$ cat config.mk
export PLATFORM = sky130hd
export DESIGN_NAME = fetch_stage
export DESIGN_NICKNAME = d
export VERILOG_FILES = /design/src/rtl/cpu_pkg.sv /design/src/rtl/next_pc_sel.sv /design/src/rtl/fetch_stage.sv
export SDC_FILE = /design/constraint.sdc
export NUM_CORES = 1
export LEC_CHECK = 0
export ABC_AREA = 1
export CAP_MARGIN = 20
export CORE_UTILIZATION = 35
export DETAILED_ROUTE_END_ITERATION = 8
export PLACE_DENSITY = 0.77
export SETUP_SLACK_MARGIN = 0.5
export SYNTH_ARGS = -nofsm -noshare
export SYNTH_HDL_FRONTEND = slang
export SYNTH_SLANG_ARGS = --single-unit
$ cat constraint.sdc
create_clock -name Clk -period 9.1 [get_ports Clk]
set_input_delay 1.82 -clock Clk [delete_from_list [all_inputs] [get_ports Clk]]
set_output_delay 1.82 -clock Clk [all_outputs]
set_load 0.01 [all_outputs]
$ cat src/rtl/cpu_pkg.sv
// cpu_pkg: shared fetch-stage constants and next-PC select encoding
package cpu_pkg;
  localparam int INSTR_W = 32;
  localparam logic [31:0] RESET_PC_DEF = 32'h0000_0000;
  localparam logic [31:0] NOP_WORD_DEF = 32'h0000_0000;
  typedef enum logic [1:0] {
    PCSEL_SEQ = 2'd0,
    PCSEL_JR  = 2'd1,
    PCSEL_BR  = 2'd2,
    PCSEL_J   = 2'd3
  } pc_sel_e;
endpackage

$ cat src/rtl/next_pc_sel.sv
// next_pc_sel: prioritised redirect selection (jr > branch > jump), targets word-aligned
module next_pc_sel
  import cpu_pkg::*;
(
  input  logic        jump_reg,
  input  logic [31:0] jump_reg_target,
  input  logic        branch,
  input  logic [31:0] branch_target,
  input  logic        jump,
  input  logic [25:0] jump_index,
  input  logic [31:0] pc_plus4,
  input  logic [31:0] ifid_pc_plus4,
  output logic [31:0] next_pc,
  output logic        redirect
);
  pc_sel_e     sel;
  logic [31:0] target;
  always_comb begin
    sel = jump_reg ? PCSEL_JR : branch ? PCSEL_BR : jump ? PCSEL_J : PCSEL_SEQ;
    target = sel == PCSEL_JR ? jump_reg_target :
             sel == PCSEL_BR ? branch_target :
             sel == PCSEL_J  ? {ifid_pc_plus4[31:28], jump_index, 2'b00} : pc_plus4;
    next_pc = {target[31:2], 2'b00};
    redirect = sel != PCSEL_SEQ;
  end
endmodule

$ cat src/rtl/fetch_stage.sv
// fetch_stage: PC register, next-PC selection and IF/ID pipeline register with fetch counter
module fetch_stage
  import cpu_pkg::*;
#(
  parameter logic [31:0] RESET_PC = RESET_PC_DEF,
  parameter logic [31:0] NOP_WORD = NOP_WORD_DEF,
  parameter int          CNT_W    = 32
) (
  input  logic               Clk,
  input  logic               Reset,
  input  logic               Stall,
  input  logic               Flush,
  input  logic               Branch,
  input  logic [31:0]        BranchTarget,
  input  logic               Jump,
  input  logic [25:0]        JumpIndex,
  input  logic               JumpReg,
  input  logic [31:0]        JumpRegTarget,
  input  logic [INSTR_W-1:0] Instruction,
  output logic [31:0]        PCAddress,
  output logic [INSTR_W-1:0] IFID_Instruction,
  output logic [31:0]        IFID_PCPlus4,
  output logic               IFID_Valid,
  output logic [CNT_W-1:0]   FetchCount
);
  logic [31:0]        pc_q, pc_d, pc_plus4, redir_pc;
  logic [INSTR_W-1:0] instr_q, instr_d;
  logic [31:0]        pc4_q, pc4_d;
  logic               valid_q, valid_d, redirect, squash, accept;
  logic [CNT_W-1:0]   cnt_q, cnt_d;

  next_pc_sel u_sel (
    .jump_reg        (JumpReg),
    .jump_reg_target (JumpRegTarget),
    .branch          (Branch),
    .branch_target   (BranchTarget),
    .jump            (Jump),
    .jump_index      (JumpIndex),
    .pc_plus4        (pc_plus4),
    .ifid_pc_plus4   (pc4_q),
    .next_pc         (redir_pc),
    .redirect        (redirect)
  );

  // a redirect beats Stall for the PC, and also squashes the instruction behind it
  always_comb begin
    pc_plus4 = pc_q + 32'd4;
    squash = Flush | redirect;
    accept = !squash && !Stall;
    pc_d = redirect ? redir_pc : Stall ? pc_q : pc_plus4;
    instr_d = squash ? NOP_WORD : accept ? Instruction : instr_q;
    pc4_d = (squash || accept) ? pc_plus4 : pc4_q;
    valid_d = squash ? 1'b0 : accept ? 1'b1 : valid_q;
    cnt_d = accept ? cnt_q + 1'b1 : cnt_q;
  end

  always_ff @(posedge Clk or posedge Reset) begin
    if (Reset) begin
      pc_q <= RESET_PC;
      instr_q <= NOP_WORD;
      pc4_q <= '0;
      valid_q <= 1'b0;
      cnt_q <= '0;
    end else begin
      pc_q <= pc_d;
      instr_q <= instr_d;
      pc4_q <= pc4_d;
      valid_q <= valid_d;
      cnt_q <= cnt_d;
    end
  end

  assign PCAddress = pc_q;
  assign IFID_Instruction = instr_q;
  assign IFID_PCPlus4 = pc4_q;
  assign IFID_Valid = valid_q;
  assign FetchCount = cnt_q;
endmodule

# == After elaboration in Yosys (flattened, before gate mapping) ==
# Cells that the tools add are included.
# classes
n_reduce_logical,6
eq_ne,4
mux,12
addsub,2
n_bitwise,1
# op_table
op,n
$mux W32,7
$add A32 B1 Y32 const B,1
$add A32 B3 Y32 const B,1
$mux W2,3
$eq A2 B2 Y1 const B,2
$reduce_bool A2 Y1,2
$eq A2 B1 Y1 const B,1
$logic_not A1 Y1,2
$mux W1,2
$ne A2 B1 Y1 const B,1
$logic_and A1 B1 Y1,1
$logic_or A1 B1 Y1,1
$or A1 B1 Y1,1
# totals
regBits,129
out_inout_bits,129
word_cells,30
in_bits,129

# == Logic depth before layout (Yosys ltp) ==
# logic_depth
depth_word,9
ltp_mapped,12
ltp_nobuf,12

# == Modules after synthesis ==
# From an unflattened synthesis, not the netlist that was laid out.
# hier_totals
hier_cells,1093
area_unflattened_um2,7863.8
# by_module_without_submodules
module,area_per_inst_um2,cells_per_inst,n_inst
fetch_stage,6548.8,822,1
next_pc_sel,1315.0,271,1

# == Worst setup path after synthesis ==
# No wires, ideal clock.
# synth_path
path_kind,in2reg
startpoint,input port Stall
endpoint,register cnt_q[26] (netlist: FetchCount[26])
stages,9
path_slack_ns,6.041
t_arrival_ns,2.980
setup_ns,0.079
cell_sequence,buf_2 > inv_4 > nand4_4 > nor2_4 > nand4_2 > nor2_2 > nand2_1 > nor2_2 > xor2_1
# synth_between
elab_chain_len,2
# synth_rtl
element,line,rtl
"start, declared",fetch_stage.sv:11,"input logic Stall,"
$logic_not A1 Y1,fetch_stage.sv:49,accept = !squash && !Stall;
$logic_and A1 B1 Y1,fetch_stage.sv:49,
"end signal, assigned",fetch_stage.sv:69,cnt_q <= cnt_d;
"end, declared",fetch_stage.sv:30,"logic [CNT_W-1:0] cnt_q, cnt_d;"
# No other way between the ends.
# A chain may end at the register's enable or synchronous reset.

# == Final worst setup path ==
# layout_path
startpoint,input port JumpReg
endpoint,register pc4_q[14] (netlist: IFID_PCPlus4[14])
# layout_between
elab_chain_len,6
# layout_rtl
element,line,rtl
"start, declared",fetch_stage.sv:17,"input logic JumpReg,"
$mux W2 (*),next_pc_sel.sv:19,sel = jump_reg ? PCSEL_JR : branch ? PCSEL_BR : jump ? PCSEL_J : PCSEL_SEQ;
$reduce_bool A2 Y1 (*),next_pc_sel.sv:24,redirect = sel != PCSEL_SEQ;
$or A1 B1 Y1 (*),fetch_stage.sv:48,squash = Flush | redirect;
$logic_not A1 Y1,fetch_stage.sv:49,
$logic_and A1 B1 Y1,fetch_stage.sv:49,
$logic_or A1 B1 Y1 (*),fetch_stage.sv:52,pc4_d = (squash || accept) ? pc_plus4 : pc4_q;
"end signal, assigned",fetch_stage.sv:67,pc4_q <= pc4_d;
"end, declared",fetch_stage.sv:28,"logic [31:0] pc4_q, pc4_d;"
# Every way passes the cells marked *; elsewhere a longest branch is shown, timed or not.

==> results.txt <==
Slew margin rel. -> 0.3656
Worst min path class -> flop to flop
Vias in the first global route -> 7047
Clk_skew -> 14.66 ps
Htree depth -> 4
Clock period minus worst slack -> 4734 ps
Post-DP HPWL -> 16.91 mm
Synth top area share -> 0.4356
Syn. warnings -> 0
Final Hold Vio Count -> 0
CTS buffer count -> 17
Fmax -> 0.2112 GHz
Die height -> 145.2 um
Post-CTS sizing -> 0
Vias -> 7402
Final TNS setup -> 0 ps
Flops & latches, synth -> 125
CP required -> 9360 ps
CTS tree -> done
Share of cells above drive strength 1 -> 0.05350
Leak -> 0.004769 uW
Max FO, Critical Path -> 48
Area Overhead vs Synth -> 45.95%
GR Overflow Total -> 0
CP max stage cell -> inv_2
Post-layout net count -> 1333
Slew Viols, Final -> 0
Clock latency at the later pin of the worst-skew pair -> 420 ps
Post-route cell area -> 10480 um2
Synth top area cells -> dfrtp_1 44%, nand2_1 12%, nor2_1 8.7%
GRT Overall Usage -> 0.2294
Routability cong. -> 0.9099
Antenna-violating nets left -> 0
Area post-placement -> 9878 um2
Ant diodes -> 0
Async SR Flop Fraction -> 1.000
Core area -> 20170 um2
Synth Cell Area -> 7181 um2
First-pass GRT wire length -> 37.83 mm
Endpoint class of the critical path -> flop
Routed len/inst -> 16.09 um
Die W -> 145.2 um
Period utilisation layout -> 0.5202
Startpoint Class -> input port
1st-iter DRT viols -> 477
Crit path largest cell delay -> 660 ps
Clock slew at reported path FFs -> 60 ps
Syn Area/Cell -> 7.410 um2
Peak supply drop -> 0.1029 mV
Hold_ws -> 467.6 ps
Endpoints failing setup -> 0
# IOs -> 258
RSZ-0062 raised after global routing -> false
Mapped Cells -> 969
CTS hold repair buffers -> 0
Clock tree buffer depth -> 2
Antenna violations before repair -> 0
IO Port Bufs -> 249
Core Util, Final -> 0.5196
Crit path top cell by count -> inv_2
Fillers -> 1949
Largest net degree at the start of global routing -> 70
Cell chain of the critical path -> clkdlybuf4s50_1 -> buf_4 -> inv_2 -> nand2_2 -> inv_2 -> nand2_1 -> nor2_4 -> inv_2 -> nor2_1 -> a31oi_1
Pwr per Cell Area -> 165.7 nW/um2
WL final -> 23.90 mm
Sequential-to-total area share from yosys stat -> 0.4356
Rows -> 52
Setup CP Type -> input port to flop
Max-cap violations -> 0
Post-CTS setup buffer count -> 0
Total power -> 1737 uW
Top_reg_cell synth -> dfrtp_1
Post-synth EDFFs -> 0
Initial Util -> 0.3560
Die area -> 21090 um2
Crit path arrival time -> 4990 ps
Iteration count of the initial detailed-routing pass -> 5
Status -> completed
Synth cell types -> 38
Sequential cell area -> 3128 um2
CTS root buffer -> clkbuf_16
Multi-input gate area -> 3523 um2
Via/cell ratio -> 4.985
CTS Sinks -> 125
Slew @ Worst Pin -> 951.6 ps
Cell type with the largest total area after synthesis -> dfrtp_1
DRC violations left -> 0
[path summary, 6_finish.rpt]
kind                            cells past startpoint            from  slack [ps]              endpoint
worst max-delay path                               10         JumpReg        4370      IFID_PCPlus4[14]
worst min-delay path                                1  FetchCount[31]         470        FetchCount[31]
worst max register to register                     11    PCAddress[2]        6770         PCAddress[20]
worst min register to register                      1  FetchCount[31]         470        FetchCount[31]
max in group asynchronous                           3           Reset        5780         PCAddress[11]
min in group asynchronous                           2           Reset        1860  IFID_Instruction[12]
[synth_stat cells (all sizes together), types with 13 or more instances]
master / instances
a21oi: 48
a22o: 32
a31oi: 25
buf: 24
clkbuf: 21
dfrtp: 125
inv: 84
nand2: 238
nand3: 47
nor2: 178
nor3: 14
o21ai: 67
xnor2: 13
xor2: 26
[routing by layer]
layer	wire length, um	track usage
met1	10190	0.3008
met2	11350	0.3733
met3	2040	0.05943
met4	316	0.06263
met5	0	0
[flip-flops by register name (all words and copies together) (netlist names)]
| register | cells |
|---|---|
| IFID_Valid | 1 |
| FetchCount | 32 |
| PCAddress | 30 |
| IFID_PCPlus4 | 30 |
| IFID_Instruction | 32 |
[critical path, delay by kind of cell]
kind                   cells  cell delay (ps)
AND/OR/NAND/NOR            4              810
buffers and inverters      5             2200
AO/OA/AOI/OAI              1               50
[cell type report]
type	instances	share of cell area
inverters	85	0.03092
clock buffers	17	0.04059
well taps	270	0.03223
flip-flops and latches	125	0.2985
clock inverters	15	0.01683
multi-input cells	717	0.3362
repair buffers	256	0.2447
[layout by cell type (no fill, tap or decap), types with 2 or more instances in the layout]
| master | count |
|---|---|
| nand2_1 | 236 |
| nor3_1 | 12 |
| nand3_1 | 47 |
| nand4_1 | 7 |
| inv_1 | 77 |
| nor2_1 | 167 |
| o21bai_1 | 2 |
| dfrtp_1 | 125 |
| xnor2_1 | 13 |
| ha_1 | 2 |
| xor2_1 | 26 |
| nand2_2 | 2 |
| a22o_1 | 32 |
| buf_4 | 6 |
| a22oi_1 | 4 |
| o21ai_0 | 61 |
| clkbuf_16 | 17 |
| clkinv_4 | 3 |
| inv_4 | 2 |
| o22ai_1 | 2 |
| inv_2 | 5 |
| o211ai_1 | 3 |
| conb_1 | 4 |
| nor3_2 | 2 |
| nand4_2 | 2 |
| clkdlybuf4s50_1 | 249 |
| inv_8 | 2 |
| nor2_4 | 3 |
| o21ai_1 | 5 |
| nor2_2 | 7 |
| clkinvlp_4 | 2 |
| bufinv_16 | 2 |
| a21oi_1 | 48 |
| a31oi_1 | 25 |
| inv_6 | 6 |
[per-stage QoR]
| step | setup slack (ps) | cells |
|---|---|---|
| floorplan | 3952 | 972 |
| global placement | 3904 | 1452 |
| detailed placement | 3905 | 1453 |
| CTS | 4341 | 1485 |
| global route | 4098 | 1485 |
| finish | 4366 | 1485 |
[where the power goes]
| group | leakage [uW] | switching (uW) | internal (uW) |
|---|---|---|---|
| clock | 0.000290 | 281 | 413 |
| combinational | 0.00291 | 190 | 190 |
| sequential | 0.00157 | 58.4 | 604 |
[kinds of logic (layout without fill, tap and decap cells)]
group | after synthesis | count (layout) | share of synthesized area
xor gates and xnor gates | 39 | 39 | 0.04757
other | 1 | 4 | 0.0005222
and+or+nand+nor | 488 | 488 | 0.2835
AOI/OAI and AO/OA | 183 | 183 | 0.1526
DFF | 125 | 125 | 0.4356
muxes | 1 | 1 | 0.001394
buffers and inverters | 130 | 373 | 0.07528
adders and majority gates | 2 | 2 | 0.003484
Note: power is estimated with default switching activity, not from simulation.
